**config.mk**
```make
export PLATFORM = sky130hd
export DESIGN_NAME = fsm_result_monitor
export DESIGN_NICKNAME = d
export VERILOG_FILES = /design/src/rtl/fsm_result_monitor.sv
export SDC_FILE = /design/constraint.sdc
export NUM_CORES = 1
export LEC_CHECK = 0
export ABC_AREA = 1
export CAP_MARGIN = 30
export CORE_UTILIZATION = 40
export DETAILED_ROUTE_END_ITERATION = 7
export GPL_ROUTABILITY_DRIVEN = 0
export PLACE_DENSITY_LB_ADDON = 0.1
export SLEW_MARGIN = 10
export SYNTH_ARGS = -nofsm -noshare
export SYNTH_HDL_FRONTEND = slang
export SYNTH_SLANG_ARGS = --single-unit
export TNS_END_PERCENT = 1
```
**constraint.sdc**
```tcl
create_clock -name clk_p -period 1.47 [get_ports clk_p]
set_input_delay 0.147 -clock clk_p [delete_from_list [all_inputs] [get_ports clk_p]]
set_output_delay 0.147 -clock clk_p [all_outputs]
set_load 0.01 [all_outputs]
```
**src/rtl/fsm_result_monitor.sv**
```systemverilog
// Result-side observer for the main FSM: checks final value, hold stability and timeout.
// Optional running-sum check is built when FSM_MON_SUM_EN is defined.
module fsm_result_monitor #(
  parameter logic [4:0]  EXPECT     = 5'd21,
  parameter int unsigned TIMEOUT    = 1000,
  parameter int unsigned HOLD_CYC   = 2,
  parameter logic [15:0] EXPECT_SUM = 16'd0
) (
  input  logic        clk_p,
  input  logic        reset_n,
  input  logic        start,
  input  logic [4:0]  out,
  input  logic        ready,
  output logic        done,
  output logic        correct,
  output logic        timeout,
  output logic        stable_err,
  output logic [4:0]  result,
  output logic [15:0] cycles
);

  localparam int HW = $clog2(HOLD_CYC + 1);
  localparam logic [HW-1:0] HOLD_INIT = HW'(HOLD_CYC - 1);
  localparam logic [15:0] TO_LAST = 16'(TIMEOUT - 1);
  localparam logic [15:0] TO_VAL  = 16'(TIMEOUT);

  typedef enum logic [1:0] {
    S_IDLE,
    S_RUN,
    S_HOLD,
    S_DONE
  } state_t;

  state_t        state_q, state_d;
  logic          ready_q, ready_d;
  logic [15:0]   cyc_q, cyc_d;
  logic [HW-1:0] hold_q, hold_d;
  logic          done_q, done_d;
  logic          correct_q, correct_d;
  logic          timeout_q, timeout_d;
  logic          stable_q, stable_d;
  logic [4:0]    result_q, result_d;
  logic [15:0]   cycles_q, cycles_d;
  logic [15:0]   sum_q, sum_d;
  logic          sum_ok;
  logic [15:0]   cyc_inc;

`ifdef FSM_MON_SUM_EN
  assign sum_ok = (sum_q == EXPECT_SUM);
`else
  logic unused_sum;
  assign unused_sum = ^EXPECT_SUM ^ ^sum_q;
  assign sum_ok = 1'b1;
`endif

  assign cyc_inc = (cyc_q == 16'hFFFF) ? cyc_q : cyc_q + 16'd1;

  // Next-state and verdict logic; a rise on the last RUN cycle beats timeout.
  always_comb begin
    state_d   = state_q;
    ready_d   = ready_q;
    cyc_d     = cyc_q;
    hold_d    = hold_q;
    done_d    = done_q;
    correct_d = correct_q;
    timeout_d = timeout_q;
    stable_d  = stable_q;
    result_d  = result_q;
    cycles_d  = cycles_q;
    sum_d     = sum_q;
    unique case (state_q)
      S_IDLE: begin
        if (start) begin
          state_d   = S_RUN;
          cyc_d     = 16'd0;
          ready_d   = 1'b0;
          done_d    = 1'b0;
          correct_d = 1'b0;
          timeout_d = 1'b0;
          stable_d  = 1'b0;
          result_d  = 5'd0;
          cycles_d  = 16'd0;
          sum_d     = 16'd0;
        end
      end
      S_RUN: begin
        cyc_d   = cyc_inc;
        ready_d = ready;
`ifdef FSM_MON_SUM_EN
        sum_d   = sum_q + {11'd0, out};
`endif
        if (ready && !ready_q) begin
          result_d = out;
          cycles_d = cyc_inc;
          hold_d   = HOLD_INIT;
          state_d  = S_HOLD;
        end else if (cyc_q == TO_LAST) begin
          timeout_d = 1'b1;
          cycles_d  = TO_VAL;
          done_d    = 1'b1;
          correct_d = 1'b0;
          state_d   = S_DONE;
        end
      end
      S_HOLD: begin
        if ((out != result_q) || !ready) begin
          stable_d = 1'b1;
        end
        if (hold_q == '0) begin
          state_d   = S_DONE;
          done_d    = 1'b1;
          correct_d = (result_q == EXPECT) & ~timeout_q
                      & ~stable_d & sum_ok;
        end else begin
          hold_d = hold_q - 1'b1;
        end
      end
      S_DONE: begin
        if (!start) begin
          state_d = S_IDLE;
        end
      end
      default: state_d = S_IDLE;
    endcase
  end

  // State and output registers with asynchronous clear.
  always_ff @(posedge clk_p or negedge reset_n) begin
    if (!reset_n) begin
      state_q   <= S_IDLE;
      ready_q   <= 1'b0;
      cyc_q     <= 16'd0;
      hold_q    <= '0;
      done_q    <= 1'b0;
      correct_q <= 1'b0;
      timeout_q <= 1'b0;
      stable_q  <= 1'b0;
      result_q  <= 5'd0;
      cycles_q  <= 16'd0;
      sum_q     <= 16'd0;
    end else begin
      state_q   <= state_d;
      ready_q   <= ready_d;
      cyc_q     <= cyc_d;
      hold_q    <= hold_d;
      done_q    <= done_d;
      correct_q <= correct_d;
      timeout_q <= timeout_d;
      stable_q  <= stable_d;
      result_q  <= result_d;
      cycles_q  <= cycles_d;
      sum_q     <= sum_d;
    end
  end

  assign done       = done_q;
  assign correct    = correct_q;
  assign timeout    = timeout_q;
  assign stable_err = stable_q;
  assign result     = result_q;
  assign cycles     = cycles_q;

endmodule

```
==> impl_metrics.yaml <==
final_layout:
  diodes: 0
  final_common_cell: "nand2_1"
  syn_to_final_growth_pct: 43.4
  final_nets: 459
  final_cell_mix: "127 x nand2_1, 42 x buf_4, 39 x dfrtp_1"
  finish.utilization_pct: 59.6
  drive_gt1_share_pct: 28.5
setup_path:
  cp_cell_sequence: "ha_4, nand3_4, nor2_4, nand3_2, buf_12, nand2_1, nand2_1, nand2_1, nand2_1, inv_1"
  crit_path_frequent_cell: "nand2_1"
  cp-start-kind: "flop"
  critPathKind: "flop to flop"
  max_stage_delay_ns: 0.40
  crit_slowest_cell: "dfrtp_2"
  ff2ff_path_depth: 10
  worstPathArrival_ns: 1.75
  endpoint_kind: "flop"
  critPathRequiredTime_ns: 1.72
  crit_fanout: 10
floorplan:
  die_w_um: 83.2
  initial_utilization_pct: 41.6
  io_pins: 34
  die-area_um2: 6930
  core-area_um2: 6350
  core.rowCount: 29
  die_h_um: 83.2
routing:
  drt_iter0_drc: 116
  routedWlPerCell_um: 14.1
  first_pass_iters: 5
  avgViaCountPerCell: 5.00
  drt-total-wl_mm: 7.39
  maxUsedRoutingLayer: "met4"
  wl_met2_mm: 3.73
  antenna_left: 0
  drc: 0
  vias: 2610
  met3RoutedLength_um: 255
  wl_met1_mm: 3.18
timing:
  fin_tns_setup_ns: -0.134
  setup_viol: 10
  period_share_pct: 102
  hold_violations: 0
  drv_slew: 0
  maxSlewHeadroom_pct: 71.1
  fmax_ghz: 0.668
  fin_skew_ns: 0.00974
  rsz0062_at_grt: "true"
  fin_crit_ns: 1.50
  setup_slack_ns: -0.0279
  worst_pin_slew_ns: 0.434
synth:
  seq_area_frac_synth_pct: 43.6
  yosysTopAreaCell: "dfrtp_1"
  synth_top_family_by_area: "simple AND/OR/NAND/NOR gates"
  synth_edf_count: 0
  synthMuxAreaShare_pct: 0
  synthDistinctLibCells: 32
  syn_avg_cell_area_um2: 7.44
  synthArstFlopShare_pct: 100
  synth-xor-area-share_pct: 1.99
  ys_warn_count: 0
  synth-seq-cells: 46
  synthFlopType: "dfrtp_1"
  synth-simple-area-share_pct: 33.1
  synth-compound-area-share_pct: 10.1
  synthCells: 355
  synth_top_area_share_pct: 43.6
  syn-num-nets: 370
  synth_area_leaders: "dfrtp_1 44%, nand2_1 19%, inv_1 5.8%, nor2_1 4.0%, nand3_1 3.4%"
  netlist_area_um2: 2640
  synthAdderAreaFrac_pct: 2.84
clocking:
  cts_root_buf: "clkbuf_8"
  cts_tree: "built"
  worstSkewPairLatency_ns: 0.30
  clkTransAtPathRegs_ns: 0.09
  cts.htree.levels: 2
  cts_buffers: 5
  cts_sinks: 46
  cts_buffer_depth: 2
job:
  cap_violations: 0
pwr:
  p_per_area_nw_per_um2: 1700
  leakage_nw: 1.85
  vdd_drop_max_mv: 1.26
min_path:
  holdCritPathClass: "primary input to async pin"
global_route:
  grt_use_total_pct: 22.6
  grt_overflow: 0
  grt_max_degree: 21
  antenna_found_initial: 0
  grt_pass1_wl_mm: 12.3
  grt_pass1_vias: 2636
run_status:
  violations: "negative setup slack"
  status: "complete, but fails checks"
placement:
  portBuffers: 33
  dp_hpwl_mm: 5.26
## cell usage after synthesis (5+ instances only)
master,number
nand2_1,134
dfrtp_1,46
inv_1,41
nor2_1,28
nand3_1,18
o21ai_0,17
o21ai_2,7
ha_1,6
a21oi_1,5
nand4_1,5
nor2_2,5
o22ai_1,5
xor2_1,5
## worst max-delay path: cells and delay by family (launching register included)
family                   cells  cell delay [ns]
AND/OR/NAND/NOR              7             0.66
flip-flops                   1             0.40
buffers and inverters        2             0.21
adder cells (fa/ha/maj)      1             0.17
## stage by stage
stage | total power, mW | worst slack [ns] | hold slack (ns) | cells | instance area (um^2)
finish | 6.45 | -0.0279 | 0.316 | 522 | 3780
global route | 6.91 | -0.154 | 0.351 | 522 | 3780
CTS | 6.37 | -0.0178 | 0.326 | 520 | 3710
detailed placement | 4.99 | -0.124 | 0.111 | 502 | 3430
global placement | 4.92 | -0.0833 | 0.104 | 502 | 3430
floorplan | 3.61 | 0.00116 | -0.149 | 355 | 2700
## state kept, by name, indices dropped and copies added, names as in the netlist, 2 cells and up
register	cells
cyc_q	16
cycles	16
hold_q	2
result	5
state_q	2
## cells by family after synthesis
logic type               Yosys count
adder cells (fa/ha/maj)            6
XOR/XNOR                           6
buffers and inverters             51
AND/OR/NAND/NOR                  204
AO/OA/AOI/OAI                     42
flip-flops                        46
## worst paths after layout
check,from,endpoint,slack [ns]
hold / removal,reset_n,cycles[0],0.32
hold reg to reg,cycles[4],cycles[4],0.48
setup reg to reg,cyc_q[1],cycles[3],-0.03
min in group clk_p,out[2],result[2],0.44
setup / recovery,cyc_q[1],cycles[3],-0.03
max in group asynchronous,reset_n,stable_err,0.62
## metal layers
| layer | vias to the layer above | global-route usage (%) |
|---|---|---|
| met5 | - | 0 |
| met4 | 0 | 8.78 |
| met3 | 18 | 3.28 |
| met2 | 53 | 41.0 |
| met1 | 1234 | 26.9 |
| li1 | 1305 | - |
## where the power goes
part           switching (mW)  internal, mW
logic                    2.01          1.76
registers               0.245          1.60
clock network           0.453         0.390
## final cells by class
cell class	count	area [um^2]
clock buffer	7	86.3
fill	594	2560
tap	77	96.3
multi-input combinational	260	1470
sequential	46	1160
clock inverter	1	8.76
inverter	46	178
timing repair buffer	85	790
## timing repair
| action | CTS | global route |
|---|---|---|
| gates cloned | 3 | 0 |
| endpoints found under the hold margin | 14 | 0 |
| setup buffers | 7 | 2 |
| hold buffers | 1 | 0 |
| pin swaps | 14 | 4 |
| endpoints found under the setup margin | 37 | 45 |
| resized for setup | 29 | 26 |
(Power assumes the default switching activity.)
